<file path="config.mk">
export PLATFORM = sky130hd
export DESIGN_NAME = state_sequencer
export DESIGN_NICKNAME = d
export VERILOG_FILES = /design/src/rtl/state_sequencer_pkg.sv /design/src/rtl/state_sequencer_retire_counter.sv /design/src/rtl/state_sequencer.sv
export SDC_FILE = /design/constraint.sdc
export NUM_CORES = 1
export LEC_CHECK = 0
export CAP_MARGIN = 20
export CORE_AREA = 2 2 63 88
export CTS_CLUSTER_SIZE = 30
export DETAILED_ROUTE_END_ITERATION = 10
export DIE_AREA = 0 0 65 90
export SYNTH_ARGS = -nofsm -noshare
export SYNTH_HDL_FRONTEND = slang
export SYNTH_SLANG_ARGS = --single-unit
</file>
<file path="constraint.sdc">
create_clock -name clk -period 2.9 [get_ports clk]
set_clock_uncertainty 0.2 [all_clocks]
set_input_delay 0.435 -clock clk [delete_from_list [all_inputs] [get_ports clk]]
set_output_delay 0.435 -clock clk [all_outputs]
set_load 0.02 [all_outputs]
</file>
<file path="src/rtl/state_sequencer_pkg.sv">
// Shared state/opcode definitions for the CPU controller sequencer and decoder.
// state[11:4] is a one-hot group select, state[3:0] the step index within it.
package state_sequencer_pkg;

    localparam int GRP_R    = 4;
    localparam int GRP_F    = 5;
    localparam int GRP_D    = 6;
    localparam int GRP_MOV  = 7;
    localparam int GRP_LD   = 8;
    localparam int GRP_ST   = 9;
    localparam int GRP_HALT = 10;

    typedef enum logic [11:0] {
        state_R0    = 12'h010,
        state_F0    = 12'h020,
        state_F1    = 12'h021,
        state_F2    = 12'h022,
        state_D0    = 12'h040,
        state_MOV0  = 12'h080,
        state_LD0   = 12'h100,
        state_LD1   = 12'h101,
        state_LD2   = 12'h102,
        state_LD3   = 12'h103,
        state_LD4   = 12'h104,
        state_ST0   = 12'h200,
        state_ST1   = 12'h201,
        state_ST2   = 12'h202,
        state_ST3   = 12'h203,
        state_ST4   = 12'h204,
        state_HALT0 = 12'h400
    } sq_state_t;

    localparam logic [3:0] opNOP  = 4'h0;
    localparam logic [3:0] opMOV  = 4'h1;
    localparam logic [3:0] opLD   = 4'h2;
    localparam logic [3:0] opST   = 4'h3;
    localparam logic [3:0] opHALT = 4'hF;

    // Steps within a group are consecutive, so advancing is a step-index increment.
    function automatic sq_state_t next_step(input sq_state_t s);
        return sq_state_t'(s + 12'd1);
    endfunction

endpackage

</file>
<file path="src/rtl/state_sequencer_retire_counter.sv">
// Wrapping retired-instruction counter with synchronous clear.
module retire_counter #(
    parameter int CNT_W = 16
) (
    input  logic             clk,
    input  logic             clr,
    input  logic             inc,
    output logic [CNT_W-1:0] cnt
);

    always_ff @(posedge clk) begin
        if (clr)
            cnt <= '0;
        else if (inc)
            cnt <= cnt + 1'b1;
    end

endmodule

</file>
<file path="src/rtl/state_sequencer.sv">
// Control-state sequencer: fetch/decode/execute walk driven by decoder feedback
// and monitor run/step commands.
module state_sequencer
    import state_sequencer_pkg::*;
#(
    parameter int CNT_W      = 16,
    parameter bit AUTO_START = 1'b0
) (
    input  logic             clk,
    input  logic             reset,
    input  logic [7:0]       I,
    input  logic             end_sq,
    input  logic             pause_cc,
    input  logic             start,
    input  logic             step_mode,
    output logic [11:0]      state,
    output logic             halted,
    output logic             waiting,
    output logic             illegal,
    output logic [CNT_W-1:0] instr_cnt
);

    sq_state_t  cur_state;
    logic [3:0] op;
    logic       retire;
    logic       unused_operand;

    assign op             = I[7:4];
    assign unused_operand = ^I[3:0];

    // A NOP retires directly from D0 without any decoder end_sq.
    assign retire = end_sq || (cur_state == state_D0 && op == opNOP);

    always_ff @(posedge clk) begin
        if (reset) begin
            cur_state <= state_R0;
            illegal   <= 1'b0;
        end else if (end_sq) begin
            cur_state <= step_mode ? state_R0 : state_F0;
        end else begin
            case (cur_state)
                state_R0:
                    if (start || AUTO_START) cur_state <= state_F0;
                state_D0:
                    case (op)
                        opNOP:   cur_state <= step_mode ? state_R0 : state_F0;
                        opMOV:   cur_state <= state_MOV0;
                        opLD:    cur_state <= state_LD0;
                        opST:    cur_state <= state_ST0;
                        opHALT:  cur_state <= state_HALT0;
                        default: begin
                            cur_state <= state_HALT0;
                            illegal   <= 1'b1;
                        end
                    endcase
                // Terminal steps leave only through end_sq; HALT0 only through reset.
                state_MOV0, state_LD4, state_ST4, state_HALT0:
                    cur_state <= cur_state;
                state_F2:
                    if (!pause_cc) cur_state <= state_D0;
                state_F0, state_F1,
                state_LD0, state_LD1, state_LD2, state_LD3,
                state_ST0, state_ST1, state_ST2, state_ST3:
                    if (!pause_cc) cur_state <= next_step(cur_state);
                default:
                    cur_state <= state_R0;
            endcase
        end
    end

    assign state   = cur_state;
    assign halted  = (cur_state == state_HALT0);
    assign waiting = (cur_state == state_R0);

    retire_counter #(.CNT_W(CNT_W)) u_retire (
        .clk (clk),
        .clr (reset),
        .inc (retire),
        .cnt (instr_cnt)
    );

endmodule

</file>
==> run_results.csv <==
group,metric,value,unit
power,vdd_drop_max,0.000177,V
sta,rsz0062_at_grt,"no",
final_layout,n_fill_cell,501,
final_layout,fin_util,0.486,
detailed_routing,routed_wl,5090,um
clock_network,path_clk_slew,70,ps
final_layout,syn_to_final_growth,43.6,%
synth,synth_top_area_share,0.337,
clock_network,hold_buffers,0,
power,powerDensity,390,mW/mm^2
synth,synthCells,202,
synth,synth_ff_type,"dfxtp_1",
floorplanning,die-area,0.00585,mm^2
worst_setup_path,cp_max_fo,6,
floorplanning,core,0.00508,mm^2
floorplanning,row_count,31,
clock_network,clock_path_buffers,2,
clock_network,cts-root-buf,"clkbuf_8",
global_route,first_global_vias,1741,
detailed_routing,num_vias,1870,
detailed_routing,drtIter0Drc,111,
synth,syn_avg_cell_area,8.52,um^2
clock_network,worstSkewPairLatency,290,ps
final_layout,antenna_cells,0,
sta,hold_viol,0,
synth,syn_area,0.00172,mm^2
final_layout,num-nets-final,280,
floorplanning,initial_core_util,0.339,
final_layout,layout-drive-gt1-share,0.153,
floorplanning,die_w,65,um
sta,fin_crit_sh,0.955,
synth,ys_warn_count,0,
power,power.internal,733,uW
sta,fmax,0.361,GHz
power,leakagePower,0.000898,uW
synth,synth_top_area_cell,"dfxtp_1",
flow_run,cap_violations,0,
placed_design,gp_congestion,0.945,
synth,yosys.cell_types.count,51,
synth,yosys-top-cells-area,"dfxtp_1 (34%), or4_1 (4.8%), a21oi_1 (4.7%)",
global_route,antenna_found_initial,0,
global_route,grt_max_degree,29,
sta,setup_violations,0,
sta,relSlewSlack,0.659,
global_route,grt-ovfl-total,0,
synth,yosysSeqAreaShare,0.337,
synth,ys_ff_latch,29,
synth,synth_edf_count,0,
final_layout,ff_latch_area,581,um^2
detailed_routing,antenna_left,0,
sta,layout_setup_ws,131,ps
sta,drv_slew,0,
power,switching_power,231,uW
worst_setup_path,worst_setup_path_end_kind,"flop",
worst_setup_path,crit_type,"flop to flop",
global_route,grt_pass1_wl,8360,um
hold_path,hp-class,"flop to flop",
power,clock_power_share,0.467,
final_layout,multi_input_area,0.00110,mm^2
floorplanning,pin_count,45,
clock_network,numCtsBuffers,5,
detailed_routing,routedWlPerCell,15.5,um
outcome,status,"completed",
synth,postSynth.asyncResetShare,0,
worst_setup_path,critPathRequiredTime,2910,ps
floorplanning,die_h,90,um
clock_network,cts_tree,"yes",
placed_design,pre_cts_ws,-48.2,ps
sta,fin_crit,2770,ps
worst_setup_path,crit_path_start_kind,"flop",
power,combPwrFrac,0.106,
global_route,grt.total_usage,0.185,
sta,tightest_slew,508,ps
power,seqPwrFrac,0.427,
detailed_routing,dr.pass1.iters,4,
power,sw_frac_of_total,0.239,
clock_network,cts.sinks,29,
worst_setup_path,critPathArrivalTime,2780,ps
placed_design,dp_hpwl,3830,um
detailed_routing,routed_via_density,5.70,
placed_design,port_buffers,40,
clock_network,cts_max_level,2,
detailed_routing,drc,0,
==> power groups by stage <==
stage | combinational (uW) | clock (uW) | sequential, uW
after CTS | 101 | 458 | 411
after global placement | 99.2 | 0 | 419
after global routing | 111 | 469 | 412
final | 102 | 450 | 411
after detailed placement | 99.7 | 0 | 420
after floorplan | 37.1 | 0 | 427
==> placed cells by master (no fill, tap or decap), types with 5 or more instances in the layout <==
master / netlist / layout
or3_1: 7 / 7
clkdlybuf4s50_1: 0 / 38
nor2_1: 12 / 12
inv_1: 5 / 5
dfxtp_1: 29 / 29
a21oi_1: 16 / 16
nand3_1: 11 / 11
buf_4: 1 / 20
or4_1: 11 / 11
ha_1: 5 / 5
nand2_1: 9 / 9
o21ai_0: 8 / 8
nand4_1: 7 / 7
clkbuf_8: 0 / 6
o31ai_1: 9 / 9
==> final timing paths <==
check / start / slack (ps) / cells after the start / endpoint
max: state[0] / 130 / 8 / state[8]
min: illegal / 270 / 2 / illegal
max reg2reg: state[0] / 130 / 8 / state[8]
min reg2reg: illegal / 270 / 2 / illegal
==> cell families after synthesis <==
logic type,after synthesis,synth area share
other,1,0.00218
and+or+nand+nor,87,0.316
buffers and inverters,15,0.0371
xor gates and xnor gates,3,0.0153
adders and majority gates,5,0.0364
AOI/OAI and AO/OA,60,0.243
muxes,2,0.0124
DFF,29,0.337
==> state kept, by name (all words and copies together), names as in the netlist <==
register      flops
u_retire.cnt     16
illegal           1
state            12
==> layout make-up <==
type	count	share of cell area
Multi-Input combinational cell	159	0.444
Timing Repair Buffer	61	0.232
Clock buffer	6	0.0334
Inverter	5	0.00760
Clock inverter	2	0.0152
Sequential cell	29	0.235
Tap cell	66	0.0334
==> critical path, stage by stage (launching register included) <==
cell      delay, ps
dfxtp_1         350
inv_1           120
ha_1            240
or4b_2          620
or4_1           540
nand3b_1        250
buf_4           160
o21ai_0          70
a21oi_1         160
==> routing by layer <==
metal  track usage  part of all wire  vias up
met5             0                 0        -
met4        0.0940             0.033        0
met3        0.0426             0.042       14
met2         0.321              0.51       54
met1         0.205              0.41      889
li1              -                 -      913
==> synth_stat cells (2+ instances only) <==
library cell	number
o2111ai_1	2
xor2_1	2
clkbuf_1	6
nand2_1	9
a21oi_1	16
o21ai_0	8
inv_1	5
a211oi_1	2
buf_2	3
o31ai_1	9
nor2_1	12
nand3b_1	2
or4_1	11
nand3_1	11
dfxtp_1	29
or2_2	3
o221a_2	2
ha_1	5
nand4_1	7
a41oi_1	3
o211ai_1	3
o21a_1	4
and4_1	3
a22o_1	2
nand2b_1	4
and3_1	3
or3_1	7
nor3b_1	3
or4b_1	2
nor4_1	3
==> timing repair <==
item,4_1_cts,5_1_grt
pin swaps,0,1
gates resized for setup,2,1
setup endpoints to repair,2,3
setup buffers,0,2
==> stage by stage <==
stage          setup TNS (ps)  cell area [um^2]  power [uW]  cells  hold WS [ps]
2_1_floorplan               0              1720         464    203           351
3_3_place_gp            -27.5              2320         519    318           260
3_5_place_dp             -296              2320         519    318           265
4_1_cts                     0              2450         970    326           281
5_1_grt                     0              2470         992    328           295
6_report                    0              2470         963    328           271
Power figures use the tool's default switching activity.
